$ cat config.mk
export PLATFORM = sky130hd
export DESIGN_NAME = seg595_scan
export DESIGN_NICKNAME = d
export VERILOG_FILES = /design/src/rtl/seg595_scan.sv
export SDC_FILE = /design/constraint.sdc
export NUM_CORES = 1
export LEC_CHECK = 0
export BUFFER_PORTS_ARGS = -buffer_cell sky130_fd_sc_hd__buf_2
export CAP_MARGIN = 10
export CORE_MARGIN = 8
export CORE_UTILIZATION = 50
export CTS_BUF_LIST = sky130_fd_sc_hd__clkbuf_4
export CTS_CLUSTER_DIAMETER = 50
export DETAILED_ROUTE_END_ITERATION = 6
export PLACE_DENSITY = 0.8
export REMOVE_ABC_BUFFERS = 1
export SETUP_SLACK_MARGIN = 0.05
export SYNTH_ARGS = -nofsm -noshare
export SYNTH_HDL_FRONTEND = slang
export SYNTH_SLANG_ARGS = --single-unit
$ cat constraint.sdc
create_clock -name clk -period 4.1 [get_ports clk]
set_input_delay 0.205 -clock clk [delete_from_list [all_inputs] [get_ports clk]]
set_output_delay 0.205 -clock clk [all_outputs]
set_load 0.02 [all_outputs]
$ cat src/rtl/seg595_scan.sv
// Multiplexed 8-digit 7-segment scanner producing one 16-bit word per 32-cycle
// 595 driver frame; inputs are snapshotted once per scan pass so frames never tear.
module seg595_scan #(
  parameter int unsigned HOLD_FRAMES = 16,
  parameter int unsigned SEG_ACT_LOW = 1,
  parameter int unsigned DIG_ACT_LOW = 1
) (
  input  logic        clk,
  input  logic        rst,
  input  logic [31:0] disp_data,
  input  logic [7:0]  dp_en,
  input  logic [7:0]  digit_en,
  input  logic        lamp_test,
  output logic [15:0] data595,
  output logic        word_load,
  output logic [2:0]  scan_idx
);

  localparam int unsigned FRAME_W = 5;
  localparam int unsigned HOLD_W  = 8;
  localparam int unsigned IDX_W   = 3;

  localparam logic [FRAME_W-1:0] FRAME_LAST = FRAME_W'(31);
  localparam logic [HOLD_W-1:0]  HOLD_LAST  = HOLD_W'(HOLD_FRAMES - 1);
  localparam logic [7:0]         SEG_XOR    = (SEG_ACT_LOW != 0) ? 8'hFF : 8'h00;
  localparam logic [7:0]         DIG_XOR    = (DIG_ACT_LOW != 0) ? 8'hFF : 8'h00;
  localparam logic [15:0]        BLANK_WORD = {SEG_XOR, DIG_XOR};
  localparam logic [15:0]        LAMP_WORD  = {~SEG_XOR, ~DIG_XOR};

  // Active-high {g,f,e,d,c,b,a} pattern for one hex nibble.
  function automatic logic [6:0] hex7(input logic [3:0] n);
    case (n)
      4'h0:    hex7 = 7'h3F;
      4'h1:    hex7 = 7'h06;
      4'h2:    hex7 = 7'h5B;
      4'h3:    hex7 = 7'h4F;
      4'h4:    hex7 = 7'h66;
      4'h5:    hex7 = 7'h6D;
      4'h6:    hex7 = 7'h7D;
      4'h7:    hex7 = 7'h07;
      4'h8:    hex7 = 7'h7F;
      4'h9:    hex7 = 7'h6F;
      4'hA:    hex7 = 7'h77;
      4'hB:    hex7 = 7'h7C;
      4'hC:    hex7 = 7'h39;
      4'hD:    hex7 = 7'h5E;
      4'hE:    hex7 = 7'h79;
      default: hex7 = 7'h71;
    endcase
  endfunction

  function automatic logic [15:0] encode(input logic [IDX_W-1:0] i,
                                         input logic [31:0]      d,
                                         input logic [7:0]       dp);
    logic [7:0] seg;
    logic [7:0] sel;
    seg    = {dp[i], hex7(d[{i, 2'b00} +: 4])};
    sel    = 8'b1 << i;
    encode = {seg ^ SEG_XOR, sel ^ DIG_XOR};
  endfunction

  logic [FRAME_W-1:0] frame_cnt, frame_nxt;
  logic [HOLD_W-1:0]  hold_cnt, hold_nxt;
  logic [IDX_W-1:0]   idx, idx_nxt;
  logic [31:0]        sh_data, sh_data_nxt;
  logic [7:0]         sh_dp, sh_dp_nxt;
  logic [7:0]         sh_en, sh_en_nxt;
  logic [15:0]        data_nxt;
  logic               load_nxt;
  logic [IDX_W-1:0]   scan_nxt;

  logic [IDX_W-1:0]   search_idx;
  logic [IDX_W-1:0]   low_idx;
  logic               boundary;
  logic               capture;

  // Next enabled shadow digit after idx, circular; the smallest offset wins.
  always_comb begin
    search_idx = idx;
    for (int k = 8; k >= 1; k--) begin
      if (sh_en[IDX_W'(idx + IDX_W'(k))]) search_idx = IDX_W'(idx + IDX_W'(k));
    end
  end

  // Lowest enabled digit of the incoming mask, 0 when none.
  always_comb begin
    low_idx = '0;
    for (int k = 7; k >= 0; k--) begin
      if (digit_en[k]) low_idx = IDX_W'(k);
    end
  end

  always_comb begin
    frame_nxt   = FRAME_W'(frame_cnt + FRAME_W'(1));
    hold_nxt    = hold_cnt;
    idx_nxt     = idx;
    sh_data_nxt = sh_data;
    sh_dp_nxt   = sh_dp;
    sh_en_nxt   = sh_en;
    data_nxt    = data595;
    scan_nxt    = scan_idx;
    boundary    = (frame_cnt == FRAME_LAST);
    load_nxt    = boundary;
    capture     = 1'b0;

    if (boundary) begin
      scan_nxt = idx;
      if (sh_en == 8'h00) begin
        data_nxt = BLANK_WORD;
        hold_nxt = '0;
        capture  = 1'b1;
      end else begin
        data_nxt = encode(idx, sh_data, sh_dp);
        if (hold_cnt == HOLD_LAST) begin
          hold_nxt = '0;
          // A search that does not move forward closes the pass.
          if (search_idx <= idx) capture = 1'b1;
          else                   idx_nxt = search_idx;
        end else begin
          hold_nxt = HOLD_W'(hold_cnt + HOLD_W'(1));
        end
      end

      if (capture) begin
        sh_data_nxt = disp_data;
        sh_dp_nxt   = dp_en;
        sh_en_nxt   = digit_en;
        idx_nxt     = low_idx;
      end

      if (lamp_test) data_nxt = LAMP_WORD;
    end
  end

  always_ff @(posedge clk) begin
    if (rst) begin
      frame_cnt <= '0;
      hold_cnt  <= '0;
      idx       <= '0;
      sh_data   <= '0;
      sh_dp     <= '0;
      sh_en     <= '0;
      data595   <= BLANK_WORD;
      word_load <= 1'b0;
      scan_idx  <= '0;
    end else begin
      frame_cnt <= frame_nxt;
      hold_cnt  <= hold_nxt;
      idx       <= idx_nxt;
      sh_data   <= sh_data_nxt;
      sh_dp     <= sh_dp_nxt;
      sh_en     <= sh_en_nxt;
      data595   <= data_nxt;
      word_load <= load_nxt;
      scan_idx  <= scan_nxt;
    end
  end

endmodule

==> impl_metrics.csv <==
group,metric,value,unit
run_status,status,"finished, final reports clean",
logic_synthesis,synth.most_common_cell,"nand2_1",
drt,routed-wl-met3,1020,um
drt,wl_per_cell,16.5,um
timing,setup-violations-final,0,
die,start_util,0.510,
worst_setup_path,critPathLaunchType,"flip-flop",
logic_synthesis,yosys_warnings,0,
timing,slew_headroom,0.337,
worst_setup_path,required,4460,ps
timing,finalClockSkew,19.6,ps
die,die_area,12600,um2
die,die_x,112,um
cts,clk_path_buf_depth,2,
drt,vias,4387,
layout,fin_nets,699,
timing,maxSlewViolCount,0,
logic_synthesis,yosysSeqAreaShare,0.362,
drt,ant_nets,0,
logic_synthesis,ys_seq_elements,84,
global_routing,grt_max_degree,49,
timing,fmax,259,MHz
drt,via_per_inst,5.86,
logic_synthesis,yosys.area.top_type,"dfxtp_1",
logic_synthesis,syn_area,4640,um2
cts,clock_latency,440,ps
timing,finalWorstSetupSlack,246,ps
pwr,p_leak,2.15,nW
layout,nFillCells,714,
worst_setup_path,cp.arrival,4210,ps
global_routing,grt_pass1_vias,4333,
cts,cts-root-buf,"clkbuf_4",
die,ios,71,
cts,cts_buffers,9,
die,num_rows,35,
logic_synthesis,synth-edff-count,0,
cts,cts.sinks,84,
drt,drt_iter0_markers,410,
pwr,ir_worst_vdd,0.000167,V
logic_synthesis,synth_cell_type_count,57,
die,core_area,9110,um2
drt,firstDrtPassIters,7,
pwr,total_power,1.34,mW
drt,routed.top_layer,"met4",
logic_synthesis,synth_common_cells,"115 x nand2_1, 84 x dfxtp_1, 69 x a21oi_1",
min_path,hold_path_class,"input pin to flip-flop",
timing,fin_crit_sh,0.940,
drt,wl_met2,5990,um
die,die_h,112,um
global_routing,gr-total-overflow,0,
timing,fin_crit,3850,ps
global_routing,track_usage,0.196,
cts,htreeDepth,3,
pwr,pwr_density_cell,234,nW/um2
drt,post-route-drc-count,0,
placement,placement.io_buffers,70,
global_routing,grt_pass1_wl,20400,um
cts,clkTransAtPathRegs,130,ps
drt,wl_met1,5080,um
placement,gp_congestion,0.919,
timing,rsz0062_at_grt,"false",
worst_setup_path,criticalPathCategory,"flip-flop to flip-flop",
logic_synthesis,async_flop_share,0,
layout,drive_above_1_share,0.235,
logic_synthesis,synth_ff_type,"dfxtp_1",
drt,routed_wl,12400,um
logic_synthesis,synth_top_cells_by_area,"dfxtp_1 36%, mux4_2 9.7%, nand2_1 9.3%, a21oi_1 7.4%, ha_1 4.9%",
layout,area_growth,23.1,%
worst_setup_path,crit_fanout,9,
logic_synthesis,avgSynthCellArea,8.68,um2
placement,hpwl,8230,um
worst_setup_path,endpoint_kind,"flip-flop",
logic_synthesis,synth.top_cell.area_share,0.362,
placement,dp_slack,-1.27,ps
timing,finalHoldViolations,0,
timing,worst_slew_pin_slew,967,ps
cts,cts_tree,"yes",
flow_run,max_cap_violations,0,
global_routing,antenna_found_initial,3,
logic_synthesis,synth_cells,535,
## kinds of logic after synthesis
group	count (synthesis)	share of synthesized area
xor gates and xnor gates	11	0.0224
and+or+nand+nor	188	0.177
adders and majority gates	18	0.0485
muxes	51	0.169
buffers and inverters	56	0.0526
DFF	84	0.362
AOI/OAI and AO/OA	127	0.169
## critical path, cell delays in order (launching register included)
cell and delay, ps:
dfxtp_2 380, inv_1 90, ha_4 320, buf_4 180, mux4_2 510, mux2_4 320
a2111oi_2 290, or3_4 200, xnor2_1 110, ha_1 240, nand3_1 60, o21ai_0 120
o21ai_0 150, and2_2 220, or4b_1 440, a31oi_1 160
## layout by cell type (no fill, tap or decap), types with 3 or more instances in the layout
master,n
nand2_1,115
dfxtp_1,83
buf_2,70
a21oi_1,68
dlygate4sd3_1,40
nor2_1,27
mux2i_1,21
mux4_2,20
ha_1,15
o21ai_0,13
buf_4,13
inv_1,11
clkbuf_4,10
mux2_2,8
nor2b_1,8
nand3_1,7
nor3_1,6
xor2_1,5
xnor2_1,5
a221oi_1,5
a211o_1,5
nand2b_1,4
o31ai_1,4
nand4_1,4
a221o_1,4
diode_2,3
a211oi_1,3
and3_1,3
o21ai_1,3
nor4_1,3
## area by class of cell
type | instances | area (um2) | share of cell area
timing repair buffer | 127 | 911 | 0.159
inverter | 13 | 48.8 | 0.00854
sequential | 84 | 1680 | 0.294
clock buffer | 10 | 75.1 | 0.0131
tap | 111 | 139 | 0.0243
antenna | 3 | 7.51 | 0.00131
multi-input combinational | 395 | 2810 | 0.491
clock inverter | 6 | 46.3 | 0.00810
## flip-flops by register name (all words and copies together), names as in the netlist
register / flops
sh_data: 32
data595: 16
hold_cnt: 8
sh_dp: 8
sh_en: 8
frame_cnt: 5
idx: 3
scan_idx: 3
word_load: 1
## through the flow
stage	hold WS, ps	setup TNS (ps)	utilization	area [um2]	instances
6_report	30.0	0	0.627	5720	749
3_3_place_gp	427	0	0.558	5080	688
3_5_place_dp	442	-1.27	0.558	5080	688
2_1_floorplan	272	-108500	-	4450	492
4_1_cts	6.35	0	0.616	5610	744
5_1_grt	19.1	0	0.627	5720	749
## repair_timing
| item | 4_1_cts | 5_1_grt |
|---|---|---|
| endpoints found under the hold margin | 40 | 0 |
| endpoints found under the setup margin | 7 | 51 |
| gates resized for setup | 2 | 17 |
| buffers inserted | 0 | 2 |
| pin swaps | 0 | 1 |
| hold buffers | 40 | 0 |
## path summary, 6_finish.rpt
kind / start / end / slack, ps / cells past startpoint
setup reg to reg: idx[0]$_SDFFE_PP0P_ / idx[0]$_SDFFE_PP0P_ / 250 / 15
setup / recovery: idx[0]$_SDFFE_PP0P_ / idx[0]$_SDFFE_PP0P_ / 250 / 15
hold / removal: digit_en[2] / sh_en[2]$_SDFFE_PP0P_ / 30 / 3
hold reg to reg: sh_data[23]$_SDFFE_PP0P_ / sh_data[23]$_SDFFE_PP0P_ / 470 / 2
## power by group
group	internal (mW)	switching, mW	leakage (nW)	total, mW
logic	0.0473	0.0345	1.41	0.0818
clock network	0.136	0.298	0.0634	0.434
registers	0.819	0.00187	0.678	0.821
total	1.00	0.335	2.15	1.34
## layer usage
layer,global-route usage,vias to the layer above
li1,-,2088
met1,0.236,2064
met2,0.327,207
met3,0.0537,28
met4,0.0755,0
met5,0,-
Note: power is estimated with default switching activity, not from simulation.
